===== src/rtl/imem_loader.sv =====
// Boot-time instruction-memory loader: packs a byte stream MSB-first into words and writes them from address 0.
// Optional trailing XOR checksum byte is enabled by defining IMEM_LOADER_CHECKSUM_EN.
module imem_loader #(
    parameter  int WORD_SIZE = 32,
    parameter  int DEPTH     = 256,
    localparam int AW        = $clog2(DEPTH),
    localparam int BPW       = WORD_SIZE / 8
) (
    input  logic                 clk_i,
    input  logic                 rst_ni,
    input  logic                 start_i,
    input  logic [AW:0]          load_len_i,
    input  logic                 byte_valid_i,
    input  logic [7:0]           byte_data_i,
    output logic                 byte_ready_o,
    output logic                 mem_we_o,
    output logic [AW-1:0]        mem_addr_o,
    output logic [WORD_SIZE-1:0] mem_wdata_o,
    output logic                 busy_o,
    output logic                 done_o,
    output logic                 err_o,
    output logic                 core_rst_n_o
);

    localparam int          CW      = (BPW > 1) ? $clog2(BPW) : 1;
    localparam logic [AW:0] DEPTH_W = (AW + 1)'(DEPTH);

    typedef enum logic [2:0] {
        ST_IDLE  = 3'd0,
        ST_RECV  = 3'd1,
        ST_WRITE = 3'd2,
`ifdef IMEM_LOADER_CHECKSUM_EN
        ST_CHECK = 3'd3,
`endif
        ST_DONE  = 3'd4
    } state_e;

    state_e               state_q, state_d;
    logic [AW:0]          len_q, len_d;
    logic [AW-1:0]        addr_q, addr_d;
    logic [CW-1:0]        cnt_q, cnt_d;
    logic [WORD_SIZE-1:0] shift_q, shift_d;
    logic                 busy_q, busy_d;
    logic                 done_q, done_d;
    logic                 core_rst_n_q, core_rst_n_d;
    logic [AW:0]          len_clamped_s;

`ifdef IMEM_LOADER_CHECKSUM_EN
    logic [7:0]           csum_q, csum_d;
    logic                 err_q, err_d;

    function automatic logic [7:0] csum_fold(input logic [7:0] acc, input logic [7:0] b);
        return acc ^ b;
    endfunction
`endif

    // Requested length clamped to the memory depth so writes can never wrap.
    always_comb begin
        if (load_len_i > DEPTH_W) begin
            len_clamped_s = DEPTH_W;
        end else begin
            len_clamped_s = load_len_i;
        end
    end

    // Next-state and datapath updates for the load sequence.
    always_comb begin
        state_d      = state_q;
        len_d        = len_q;
        addr_d       = addr_q;
        cnt_d        = cnt_q;
        shift_d      = shift_q;
        done_d       = 1'b0;
        core_rst_n_d = core_rst_n_q;
`ifdef IMEM_LOADER_CHECKSUM_EN
        csum_d       = csum_q;
        err_d        = err_q;
`endif
        case (state_q)
            ST_IDLE: begin
                if (start_i) begin
                    len_d        = len_clamped_s;
                    addr_d       = '0;
                    cnt_d        = '0;
                    shift_d      = '0;
                    core_rst_n_d = 1'b0;
`ifdef IMEM_LOADER_CHECKSUM_EN
                    csum_d       = 8'h00;
                    err_d        = 1'b0;
`endif
                    if (len_clamped_s == '0) begin
                        state_d = ST_DONE;
                    end else begin
                        state_d = ST_RECV;
                    end
                end else begin
                    state_d = ST_IDLE;
                end
            end
            ST_RECV: begin
                if (byte_valid_i) begin
                    shift_d = {shift_q[WORD_SIZE-9:0], byte_data_i};
`ifdef IMEM_LOADER_CHECKSUM_EN
                    csum_d  = csum_fold(csum_q, byte_data_i);
`endif
                    if (cnt_q == CW'(BPW - 1)) begin
                        cnt_d   = '0;
                        state_d = ST_WRITE;
                    end else begin
                        cnt_d   = cnt_q + 1'b1;
                        state_d = ST_RECV;
                    end
                end else begin
                    state_d = ST_RECV;
                end
            end
            ST_WRITE: begin
                if ({1'b0, addr_q} == (len_q - 1'b1)) begin
`ifdef IMEM_LOADER_CHECKSUM_EN
                    state_d = ST_CHECK;
`else
                    state_d = ST_DONE;
`endif
                end else begin
                    addr_d  = addr_q + 1'b1;
                    state_d = ST_RECV;
                end
            end
`ifdef IMEM_LOADER_CHECKSUM_EN
            ST_CHECK: begin
                if (byte_valid_i) begin
                    err_d   = (byte_data_i != csum_q);
                    state_d = ST_DONE;
                end else begin
                    state_d = ST_CHECK;
                end
            end
`endif
            ST_DONE: begin
                done_d = 1'b1;
`ifdef IMEM_LOADER_CHECKSUM_EN
                core_rst_n_d = ~err_q;
`else
                core_rst_n_d = 1'b1;
`endif
                state_d = ST_IDLE;
            end
            default: begin
                state_d = ST_IDLE;
            end
        endcase
        // Registered busy covers the cycle after start through the registered done pulse.
        busy_d = (state_d != ST_IDLE) || (state_q == ST_DONE);
    end

    // State and datapath registers.
    always_ff @(posedge clk_i or negedge rst_ni) begin
        if (!rst_ni) begin
            state_q      <= ST_IDLE;
            len_q        <= '0;
            addr_q       <= '0;
            cnt_q        <= '0;
            shift_q      <= '0;
            busy_q       <= 1'b0;
            done_q       <= 1'b0;
            core_rst_n_q <= 1'b0;
`ifdef IMEM_LOADER_CHECKSUM_EN
            csum_q       <= 8'h00;
            err_q        <= 1'b0;
`endif
        end else begin
            state_q      <= state_d;
            len_q        <= len_d;
            addr_q       <= addr_d;
            cnt_q        <= cnt_d;
            shift_q      <= shift_d;
            busy_q       <= busy_d;
            done_q       <= done_d;
            core_rst_n_q <= core_rst_n_d;
`ifdef IMEM_LOADER_CHECKSUM_EN
            csum_q       <= csum_d;
            err_q        <= err_d;
`endif
        end
    end

`ifdef IMEM_LOADER_CHECKSUM_EN
    assign byte_ready_o = (state_q == ST_RECV) || (state_q == ST_CHECK);
    assign err_o        = err_q;
`else
    assign byte_ready_o = (state_q == ST_RECV);
    assign err_o        = 1'b0;
`endif
    assign mem_we_o     = (state_q == ST_WRITE);
    assign mem_addr_o   = addr_q;
    assign mem_wdata_o  = shift_q;
    assign busy_o       = busy_q;
    assign done_o       = done_q;
    assign core_rst_n_o = core_rst_n_q;

endmodule


===== config.mk =====
export PLATFORM = sky130hd
export DESIGN_NAME = imem_loader
export DESIGN_NICKNAME = d
export VERILOG_FILES = /design/src/rtl/imem_loader.sv
export SDC_FILE = /design/constraint.sdc
export NUM_CORES = 1
export LEC_CHECK = 0
export BUFFER_PORTS_ARGS = -buffer_cell sky130_fd_sc_hd__buf_2
export CAP_MARGIN = 20
export CORE_AREA = 2 2 121 64
export CTS_BUF_LIST = sky130_fd_sc_hd__clkbuf_8
export DETAILED_ROUTE_END_ITERATION = 8
export DIE_AREA = 0 0 123 66
export HOLD_SLACK_MARGIN = 0.06
export SETUP_SLACK_MARGIN = 0.02
export SYNTH_ARGS = -nofsm -noshare
export SYNTH_HDL_FRONTEND = slang
export SYNTH_SLANG_ARGS = --single-unit

===== constraint.sdc =====
create_clock -name clk_i -period 2.3 [get_ports clk_i]
set_clock_uncertainty 0.15 [all_clocks]
set_input_delay 0.69 -clock clk_i [delete_from_list [all_inputs] [get_ports clk_i]]
set_output_delay 0.69 -clock clk_i [all_outputs]
set_load 0.02 [all_outputs]

After elaboration in Yosys (flattened, before gate mapping) --
Index checks and enable logic that the tools add are counted. W data, S select, Z words.
Word-level totals: bits in registers 57, latch bits 0, memory bits (writable) 0, ROM bits 0, bits of input ports 21, logic and storage cells 51, memories 0
Cells by class: add/subtract/negate cells 3, $mul 0, divide/modulo/power cells 0, magnitude comparators 1, eq/ne operators 8, shifts and indexed selects 0, mux-type cells 20, bitwise gates (word level) 0, reduce and logical (&&, ||, !) cells 11
Operator list (number):
- $mux W32 | 2
- $pmux W32 S2 | 1
- $mux W8 | 2
- $pmux W8 S2 | 1
- $mux W3 | 4
- $eq A8 B9 Y1 | 1
- $gt A9 B9 Y1 const B | 1
- $logic_not A9 Y1 | 1
- $mux W9 | 1
- $pmux W3 S3 | 1
- $sub A9 B1 Y9 const B | 1
- $add A8 B1 Y8 const B | 1
- $mux W2 | 4
- $ne A2 B2 Y1 const B | 3
- $reduce_and A3 Y1 | 2
- $reduce_bool A2 Y1 | 3
- $pmux W2 S2 | 1
- $reduce_and A2 Y1 | 2
- $eq A3 B1 Y1 const B | 1
- $eq A3 B2 Y1 const B | 1
- $eq A3 B3 Y1 const B | 1
- $logic_not A3 Y1 | 1
- $reduce_bool A3 Y1 | 1
- $add A2 B1 Y2 const B | 1
- other kinds (4) | 5

Logic depth before layout (Yosys ltp) --
Gate-level depths: netlist of the first run.
depth in word-level cells 8, gate-level depth with buffers 8, depth with buffers taken out 8

Worst setup path before layout of the first run --
OpenSTA, ideal clock, no wires.
kind register -> register, start point reg len_q[0], end point reg addr_q[6], in the netlist mem_addr_o[6], library setup time 0.078 ns, data arrival time 2.198 ns, data required time 2.072 ns, setup slack -0.126 ns, stages on the path, launching flop included 9, buffers on the path 0, cell sequence dfrtp_1 > inv_1 > ha_1 > nor3b_1 > o2bb2ai_1 > nand2_1 > o2111a_4 > or4_1 > a21oi_1
Between the ends: word-level cells in the longest chain between the ends 4
RTL lines:
- start: declaration | RTL line 39 | logic [AW:0] len_q, len_d;
- start signal: assignment | RTL line 173 | len_q <= len_d;
- $sub A9 B1 Y9 | RTL line 118 | if ({1'b0, addr_q} == (len_q - 1'b1)) begin
- $eq A8 B9 Y1 | RTL line 118
- $ne A2 B2 Y1 (no source line)
- $reduce_and A3 Y1 (no source line)
- end signal: assignment | RTL line 174 | addr_q <= addr_d;
- end: declaration | RTL line 40 | logic [AW-1:0] addr_q, addr_d;
No other way between the ends. A chain may end at the register's enable or synchronous reset.

Final worst setup path of the first run --
start point reg len_q[0], end point reg state_q[0]
Between the ends: word-level cells in the longest chain between the ends 4
RTL lines:
- $sub A9 B1 Y9 | RTL line 118
- $eq A8 B9 Y1 | RTL line 118
- $mux W3 | RTL line 118
- $pmux W3 S3 | RTL line 79 | case (state_q)
- net state_d[0] | RTL line 38 | state_e state_q, state_d;
- end signal: assignment | RTL line 172 | state_q <= state_d;
- end: declaration | RTL line 38
The timed path passes the listed nets, and every way through them passes these cells.

==> results of run 1 <==
## Yosys cell counts
cell / count
sky130_fd_sc_hd__a21o_1: 1
sky130_fd_sc_hd__a21oi_1: 4
sky130_fd_sc_hd__a221o_1: 1
sky130_fd_sc_hd__a22o_1: 14
sky130_fd_sc_hd__and2_1: 4
sky130_fd_sc_hd__and3_1: 1
sky130_fd_sc_hd__and3b_1: 2
sky130_fd_sc_hd__buf_4: 1
sky130_fd_sc_hd__clkbuf_1: 12
sky130_fd_sc_hd__conb_1: 1
sky130_fd_sc_hd__dfrtp_1: 57
sky130_fd_sc_hd__ha_1: 3
sky130_fd_sc_hd__inv_1: 7
sky130_fd_sc_hd__maj3_1: 1
sky130_fd_sc_hd__mux2i_1: 4
sky130_fd_sc_hd__nand2_1: 64
sky130_fd_sc_hd__nand2b_1: 5
sky130_fd_sc_hd__nand3_1: 6
sky130_fd_sc_hd__nand3b_1: 3
sky130_fd_sc_hd__nand4b_1: 2
sky130_fd_sc_hd__nor2_1: 11
sky130_fd_sc_hd__nor2_2: 1
sky130_fd_sc_hd__nor2b_1: 1
sky130_fd_sc_hd__nor3_1: 4
sky130_fd_sc_hd__nor3b_1: 3
sky130_fd_sc_hd__nor4_1: 2
sky130_fd_sc_hd__nor4b_1: 1
sky130_fd_sc_hd__nor4bb_1: 1
sky130_fd_sc_hd__o2111a_4: 1
sky130_fd_sc_hd__o2111ai_1: 2
sky130_fd_sc_hd__o211ai_1: 1
sky130_fd_sc_hd__o21ai_0: 29
sky130_fd_sc_hd__o221ai_1: 1
sky130_fd_sc_hd__o22ai_1: 1
sky130_fd_sc_hd__o2bb2ai_1: 1
sky130_fd_sc_hd__o31ai_1: 2
sky130_fd_sc_hd__o41ai_1: 2
sky130_fd_sc_hd__or3_1: 1
sky130_fd_sc_hd__or3b_2: 1
sky130_fd_sc_hd__or4_1: 3
sky130_fd_sc_hd__xnor2_1: 7
sky130_fd_sc_hd__xor2_1: 1
## cells in the final DEF, fill, tap and decap left out, types with 2 or more instances in the layout
| master | instances |
|---|---|
| sky130_fd_sc_hd__a21oi_1 | 4 |
| sky130_fd_sc_hd__a22o_1 | 14 |
| sky130_fd_sc_hd__and2_1 | 4 |
| sky130_fd_sc_hd__and3b_1 | 2 |
| sky130_fd_sc_hd__buf_2 | 65 |
| sky130_fd_sc_hd__buf_4 | 21 |
| sky130_fd_sc_hd__bufinv_16 | 2 |
| sky130_fd_sc_hd__clkbuf_8 | 11 |
| sky130_fd_sc_hd__clkinv_2 | 2 |
| sky130_fd_sc_hd__dfrtp_1 | 56 |
| sky130_fd_sc_hd__ha_1 | 2 |
| sky130_fd_sc_hd__inv_1 | 4 |
| sky130_fd_sc_hd__inv_2 | 3 |
| sky130_fd_sc_hd__mux2i_1 | 4 |
| sky130_fd_sc_hd__nand2_1 | 63 |
| sky130_fd_sc_hd__nand2b_1 | 5 |
| sky130_fd_sc_hd__nand3_1 | 4 |
| sky130_fd_sc_hd__nand3_2 | 2 |
| sky130_fd_sc_hd__nand3b_1 | 3 |
| sky130_fd_sc_hd__nand4b_1 | 2 |
| sky130_fd_sc_hd__nor2_1 | 10 |
| sky130_fd_sc_hd__nor2_4 | 2 |
| sky130_fd_sc_hd__nor3_1 | 3 |
| sky130_fd_sc_hd__nor4_1 | 2 |
| sky130_fd_sc_hd__o21ai_0 | 29 |
| sky130_fd_sc_hd__o31ai_1 | 2 |
| sky130_fd_sc_hd__o41ai_2 | 2 |
| sky130_fd_sc_hd__or4_4 | 2 |
| sky130_fd_sc_hd__xnor2_1 | 7 |
## path summary, 6_finish.rpt
kind / startpoint / endpoint / slack, ps / cells past startpoint
setup / recovery: len_q[0] / state_q[0] / -70 / 6
hold / removal: rst_ni / mem_wdata_o[19] / 200 / 2
setup reg to reg: len_q[0] / state_q[0] / -70 / 6
hold reg to reg: cnt_q[1] / cnt_q[1] / 330 / 2
max in group asynchronous: rst_ni / mem_addr_o[5] / 1530 / 2
min in group clk_i: cnt_q[1] / cnt_q[1] / 330 / 2
## what timing repair did
item                                    in CTS  in global routing
buffers inserted                             1                  3
pin swaps                                    1                  6
endpoints found under the setup margin       7                 31
endpoints found under the hold margin        0                  0
gates cloned                                 0                  1
resized for setup                            8                 10
## final cells by class
cell class | instances | share of cell area, %
Clock buffer | 11 | 4.27
Clock inverter | 5 | 2.19
Inverter | 7 | 0.741
Multi-Input combinational cell | 194 | 35.0
Sequential cell | 57 | 40.2
Tap cell | 96 | 3.39
Timing Repair Buffer | 87 | 14.2
## cells by family after synthesis
group / count (synthesis) / share of synthesized area [%]
buffers and inverters: 20 / 3.00
adder cells (fa/ha/maj): 4 / 1.81
AND/OR/NAND/NOR: 116 / 21.1
flip-flops: 57 / 54.3
multiplexers: 4 / 1.52
AO/OA/AOI/OAI: 60 / 15.5
other: 1 / 0.143
XOR/XNOR: 8 / 2.67
## power by group
part | leakage (uW) | internal (uW) | switching [uW]
registers | 0.000752 | 1350 | 284
logic | 0.000887 | 777 | 1170
clock network | 0.000115 | 665 | 405
## metal layers
| metal | part of all wire [%] | wire [um] | global-route usage (%) | vias to the layer above |
|---|---|---|---|---|
| met1 | 53 | 3590 | 26.3 | 1083 |
| met4 | 0.65 | 44 | 7.10 | 0 |
| met5 | 0 | 0 | 0 | - |
| li1 | - | - | - | 1121 |
| met3 | 6.9 | 470 | 7.24 | 5 |
| met2 | 39 | 2670 | 20.0 | 58 |
## flip-flops by register name, summed over array words and instances (netlist names)
name,flops
state_q,3
mem_wdata_o,32
cnt_q,2
done_o,1
mem_addr_o,8
len_q,9
core_rst_n_o,1
busy_o,1
## critical path: cells and delay by family, from the launching register on
kind	cells	cell delay, ps
simple gates	4	1190
flops	1	420
compound gates	2	520
## through the flow
step | setup WS [ps] | cells | hold slack (ps) | utilization, %
4_1_cts | -34.0 | 453 | 192 | 49.0
5_1_grt | -156 | 457 | 189 | 49.9
6_report | -71.9 | 457 | 201 | 49.9
3_3_place_gp | -50.5 | 436 | 310 | 45.0
3_5_place_dp | -81.8 | 436 | 323 | 45.0
2_1_floorplan | 15.4 | 270 | 244 | -
==> results.json, run 1 <==
{
  "run_status": "finished with violations",
  "violations": "setup timing",
  "max_slew_margin_pct": 56.8,
  "clock_tree.buffer_depth": 2,
  "achievable-frequency_ghz": 0.422,
  "worst_path_largest_cell_delay_ps": 570,
  "placed_cell_area_sq_mm": 0.00320,
  "postLayoutCellArea_sq_mm": 0.00355,
  "cts-buffers-inserted": 9,
  "antenna_left": 0,
  "timing_max_transition_violations_final": 0,
  "die_w_um": 123,
  "cts_hold_buf": 0,
  "nets": 380,
  "initial_utilization_pct": 37.0,
  "setup.worst_path.end_class": "flop",
  "finalWirelength_um": 6780,
  "power-per-cell-area_mw_per_mm2": 1310,
  "worst_path_max_delay_cell": "sky130_fd_sc_hd__or4_4",
  "leakage_uw": 0.00175,
  "multi_input_comb_area_sq_mm": 0.00124,
  "place.detailed.hpwl_um": 4460,
  "setup_repair_after_global_routing_missed_its_margin": "true",
  "vias": 2267,
  "global_route_wire_length_before_repair_um": 10300,
  "viasPerCell": 4.96,
  "synthDominantAreaCellType": "sky130_fd_sc_hd__dfrtp_1",
  "timing.final.crit_share_pct": 103,
  "grt_overflow": 0,
  "post_synth_inst_count": 270,
  "post-route-worst-setup-slack_ps": -71.9,
  "library_cell_used_as_clock_root_buffer": "sky130_fd_sc_hd__clkbuf_8",
  "worst-path-max-fanout": 5,
  "finalCriticalPeriod_ps": 2370,
  "critical_path_required_ps": 2370,
  "irDropWorstVdd_mv": 0.388,
  "synth.cell_area_sq_mm": 0.00263,
  "report.final.hold_viol_count": 0,
  "tritoncts": "yes",
  "clock_sinks": 57,
  "total_power_uw": 4650,
  "clock_insertion_delay_worst_skew_ps": 340,
  "areaGrowthSynthToFinish_pct": 34.9,
  "max_slew.worst_pin.slew_ps": 647,
  "fp-row-count": 22,
  "regArea_sq_mm": 0.00143,
  "setup.worst_path.class": "reg -> reg",
  "cap_violations": 0,
  "path_common_cell": "sky130_fd_sc_hd__or4_4",
  "grt_pass1_vias": 2015,
  "die_area_sq_mm": 0.00812,
  "clk_pin_slew_ps": 70,
  "maximum_level_of_the_cts_h_tree": 3,
  "data_arrival_time_of_the_critical_path_ps": 2450,
  "post-route-drc-count": 0,
  "timing.critical_path.from_type": "flop",
  "drt_pre_antenna_iters": 4,
  "synthDominantCellAreaShare_pct": 54.3,
  "synth_sequential_area_ratio_pct": 54.3,
  "fraction_of_layout_instances_using_a_drive_strength_above_1_pct": 34.9,
  "syn-num-nets": 294,
  "track_usage_pct": 17.1,
  "wl_per_cell_um": 14.8,
  "ys.warnings.count": 0,
  "holdCritPathClass": "in -> async",
  "maximum_number_of_pins_on_one_net_before_global_route_repair": 58,
  "buffer_ports.inserted": 65,
  "core_area_sq_mm": 0.00710,
  "setup_viol_count_final": 6,
  "num-fill-cells": 696,
  "routabilityCongestion": 0.767,
  "num_io_pins": 67,
  "ys_top_cells_by_area": "sky130_fd_sc_hd__dfrtp_1 (54%), sky130_fd_sc_hd__nand2_1 (9.1%), sky130_fd_sc_hd__o21ai_0 (5.5%)",
  "syn_area_per_cell_sq_um": 9.74,
  "list_of_cells_traversed_by_the_critical_path": "or4_4 > or4_4 > nand3_2 > o2111a_4 > nor2_2 > a221o_1",
  "floorplan.die.height_um": 66,
  "setup_tns_ps": -276,
  "grt_antenna_before_repair": 0,
  "synthDistinctLibCells": 42,
  "synth-seq-cells": 57,
  "antennaDiodeCount": 0,
  "drt_first_iter_violations": 143
}
Note: power is estimated with default switching activity, not from simulation.
==> run 2, diff against run 1 <==
--- a/config.mk
+++ b/config.mk
@@ -7,8 +7,9 @@
 export LEC_CHECK = 0
+export ABC_AREA = 1
 export BUFFER_PORTS_ARGS = -buffer_cell sky130_fd_sc_hd__buf_2
 export CAP_MARGIN = 20
-export CORE_AREA = 2 2 121 64
+export CORE_AREA = 2 2 109 79
 export CTS_BUF_LIST = sky130_fd_sc_hd__clkbuf_8
 export DETAILED_ROUTE_END_ITERATION = 8
-export DIE_AREA = 0 0 123 66
+export DIE_AREA = 0 0 111 81
 export HOLD_SLACK_MARGIN = 0.06
--- a/constraint.sdc
+++ b/constraint.sdc
@@ -4,2 +4,2 @@
 set_output_delay 0.69 -clock clk_i [all_outputs]
-set_load 0.02 [all_outputs]
+set_load 0.01 [all_outputs]
==> run 2 against run 1 <==
Net effect:
- the run now ends clean
- worst setup slack better by 310 ps
- power is 3.2% lower
- wire length is 3.4% higher
- via count is 12% higher
- highest routed layer unchanged
==> results.json, run 2 <==
{
  "run_status": "finished, final reports clean",
  "regArea_sq_mm": 0.00143,
  "cts_repair_resize_count": 0,
  "maximum_level_of_the_cts_h_tree": 3,
  "clock_sinks": 57,
  "initial_utilization_pct": 36.3,
  "list_of_cells_traversed_by_the_critical_path": "inv_1 > nand2_1 > nor2_4 > buf_2",
  "viasPerCell": 4.78,
  "grt_antenna_before_repair": 0,
  "holdCritPathClass": "in -> async",
  "setup.worst_path.class": "reg -> out",
  "core_area_sq_mm": 0.00809,
  "floorplan.die.height_um": 81,
  "clock_tree.buffer_depth": 2,
  "library_cell_used_as_clock_root_buffer": "sky130_fd_sc_hd__clkbuf_8",
  "timing_startpoint_of_the_critical_path": "state_q[1]",
  "track_usage_pct": 16.3,
  "synthDominantCellAreaShare_pct": 48.6,
  "ys_top_cells_by_area": "sky130_fd_sc_hd__dfrtp_1 (49%), sky130_fd_sc_hd__nand2_1 (12%), sky130_fd_sc_hd__nand3_1 (9.4%)",
  "achievable-frequency_ghz": 0.486,
  "routabilityCongestion": 0.836,
  "yosys-top-cells-count": "sky130_fd_sc_hd__nand2_1 (91), sky130_fd_sc_hd__dfrtp_1 (57), sky130_fd_sc_hd__nand3_1 (55)",
  "post_synth_inst_count": 357,
  "synthDistinctLibCells": 33,
  "setup_tns_ps": 0,
  "synth_fa_ha_area_share_pct": 1.28,
  "synth-seq-cells": 57,
  "path_delay_family": "flip-flops",
  "syn_area_per_cell_sq_um": 8.23,
  "clock_insertion_delay_worst_skew_ps": 340,
  "antennaDiodeCount": 0,
  "drt_first_iter_violations": 152,
  "timing_max_transition_violations_final": 0,
  "power-per-cell-area_mw_per_mm2": 1260,
  "post-route-drc-count": 0,
  "ys_dominant_reg_cell": "sky130_fd_sc_hd__dfrtp_1",
  "synth.cell_area_sq_mm": 0.00294,
  "worst_path_max_delay_cell": "sky130_fd_sc_hd__dfrtp_1",
  "global_route_wire_length_before_repair_um": 11500,
  "postCtsSetupRepairBufs": 0,
  "worst-path-max-fanout": 4,
  "num_io_pins": 67,
  "cap_violations": 0,
  "grt_overflow": 0,
  "setup.worst_path.end_class": "output pin",
  "maximum_number_of_pins_on_one_net_before_global_route_repair": 58,
  "multi_input_comb_area_sq_mm": 0.00126,
  "rr_startpoint": "len_q[0]",
  "die_area_sq_mm": 0.00899,
  "fraction_of_layout_instances_using_a_drive_strength_above_1_pct": 25.0,
  "cts_hold_buf": 0,
  "setup_viol_count_final": 0,
  "finalCriticalPeriod_ps": 2060,
  "worst_flop_to_flop_path_endpoint": "mem_addr_o[7]",
  "largest_register_ffs": 32,
  "syn-num-nets": 381,
  "synth_compound_gate_area_share_pct": 7.33,
  "synth_enable_flop_cells": 0,
  "vias": 2548,
  "synth_sequential_area_ratio_pct": 48.6,
  "drt_pre_antenna_iters": 5,
  "ys.warnings.count": 0,
  "fp-row-count": 28,
  "synthDominantAreaCellType": "sky130_fd_sc_hd__dfrtp_1",
  "antenna_left": 0,
  "share_of_synthesized_area_spent_on_multiplexers_pct": 0,
  "tritoncts": "yes",
  "grt_pass1_vias": 2324,
  "worst_path_largest_cell_delay_ps": 390,
  "critical_path.n_buffers_inverters": 2,
  "setup_crit_end": "byte_ready_o",
  "die_w_um": 111,
  "finish.cell_count_without_fillers": 533,
  "max_slew_margin_pct": 62.2,
  "critical_path_depth": 4,
  "areaGrowthSynthToFinish_pct": 21.2,
  "report.final.hold_viol_count": 0,
  "timing.critical_path.from_type": "flop",
  "data_arrival_time_of_the_critical_path_ps": 1220,
  "place.detailed.hpwl_um": 4960,
  "timing.final.crit_share_pct": 89.4,
  "num-fill-cells": 813,
  "synth_top_family_by_area": "simple AND/OR/NAND/NOR gates",
  "rrSetupSlack_ps": 300,
  "synthArstFlopShare_pct": 100,
  "setup_repair_after_global_routing_missed_its_margin": "false",
  "reg2reg_depth": 13,
  "mostFrequentLayoutCell": "sky130_fd_sc_hd__nand2_1",
  "buffer_ports.inserted": 65,
  "finalWirelength_um": 7010,
  "post_synthesis_share_of_cell_area_spent_on_and_or_nand_and_nor_gates_pct": 30.8,
  "max_slew.worst_pin.slew_ps": 566,
  "cts-buffers-inserted": 9,
  "dpl.cell_count": 517,
  "most_numerous_cell_in_the_yosys_netlist": "sky130_fd_sc_hd__nand2_1",
  "nets": 447,
  "wl_per_cell_um": 13.1,
  "layout.cells.most_common_list": "sky130_fd_sc_hd__nand2_1 (91), sky130_fd_sc_hd__buf_2 (65), sky130_fd_sc_hd__dfrtp_1 (57)",
  "irDropWorstVdd_mv": 0.691,
  "clk_pin_slew_ps": 70,
  "critical_path_required_ps": 1460,
  "leakage_uw": 0.00190,
  "synth_xor_xnor_area_share_pct": 3.28
}
-- run 2: power breakdown --
part | switching, uW | total (uW) | internal (uW) | leakage (uW)
logic | 1200 | 1920 | 717 | 0.00104
registers | 281 | 1640 | 1360 | 0.000753
clock network | 419 | 941 | 521 | 0.0000995
-- run 2: metrics by stage --
step / setup WS [ps] / hold slack, ps / power (uW) / utilization [%] / area (sq um)
final: 243 / 172 / 4500 / 44.0 / 3560
after global routing: 87.9 / 196 / 4860 / 44.0 / 3560
after detailed placement: 313 / 311 / 3580 / 41.6 / 3360
after floorplan: 464 / 244 / 2990 / - / 2940
after global placement: 336 / 307 / 3560 / 41.6 / 3360
after CTS: 221 / 199 / 4540 / 44.0 / 3560
-- run 2: cell type report --
type,instances,share of cell area [%]
multi-input combinational,241,35.3
timing repair buffer,72,11.0
inverter,42,4.43
tap,105,3.69
clock inverter,6,1.65
sequential,57,40.1
clock buffer,10,3.87
-- run 2: worst min-delay path by stage --
stage	end	depth (start not counted)	slack [ps]	start
finish	mem_addr_o[2]	2	170	rst_ni
global route	mem_addr_o[2]	2	200	rst_ni
CTS	mem_addr_o[2]	2	200	rst_ni
detailed placement	core_rst_n_o	2	310	core_rst_n_o
global placement	core_rst_n_o	2	310	core_rst_n_o
floorplan	busy_o	0	240	rst_ni
-- run 2: kinds of logic after synthesis --
family                   after synthesis
AND/OR/NAND/NOR                      189
adder cells (fa/ha/maj)                3
AO/OA/AOI/OAI                         37
other                                  1
buffers and inverters                 59
XOR/XNOR                              11
flip-flops                            57
-- run 2: routing by layer --
metal / track usage (%) / up-vias / wire, um
met2: 22.9 / 71 / 2860
met4: 4.50 / 0 / 76
li1: - / 1281 / -
met5: 0 / - / 0
met3: 6.34 / 9 / 622
met1: 23.2 / 1187 / 3450
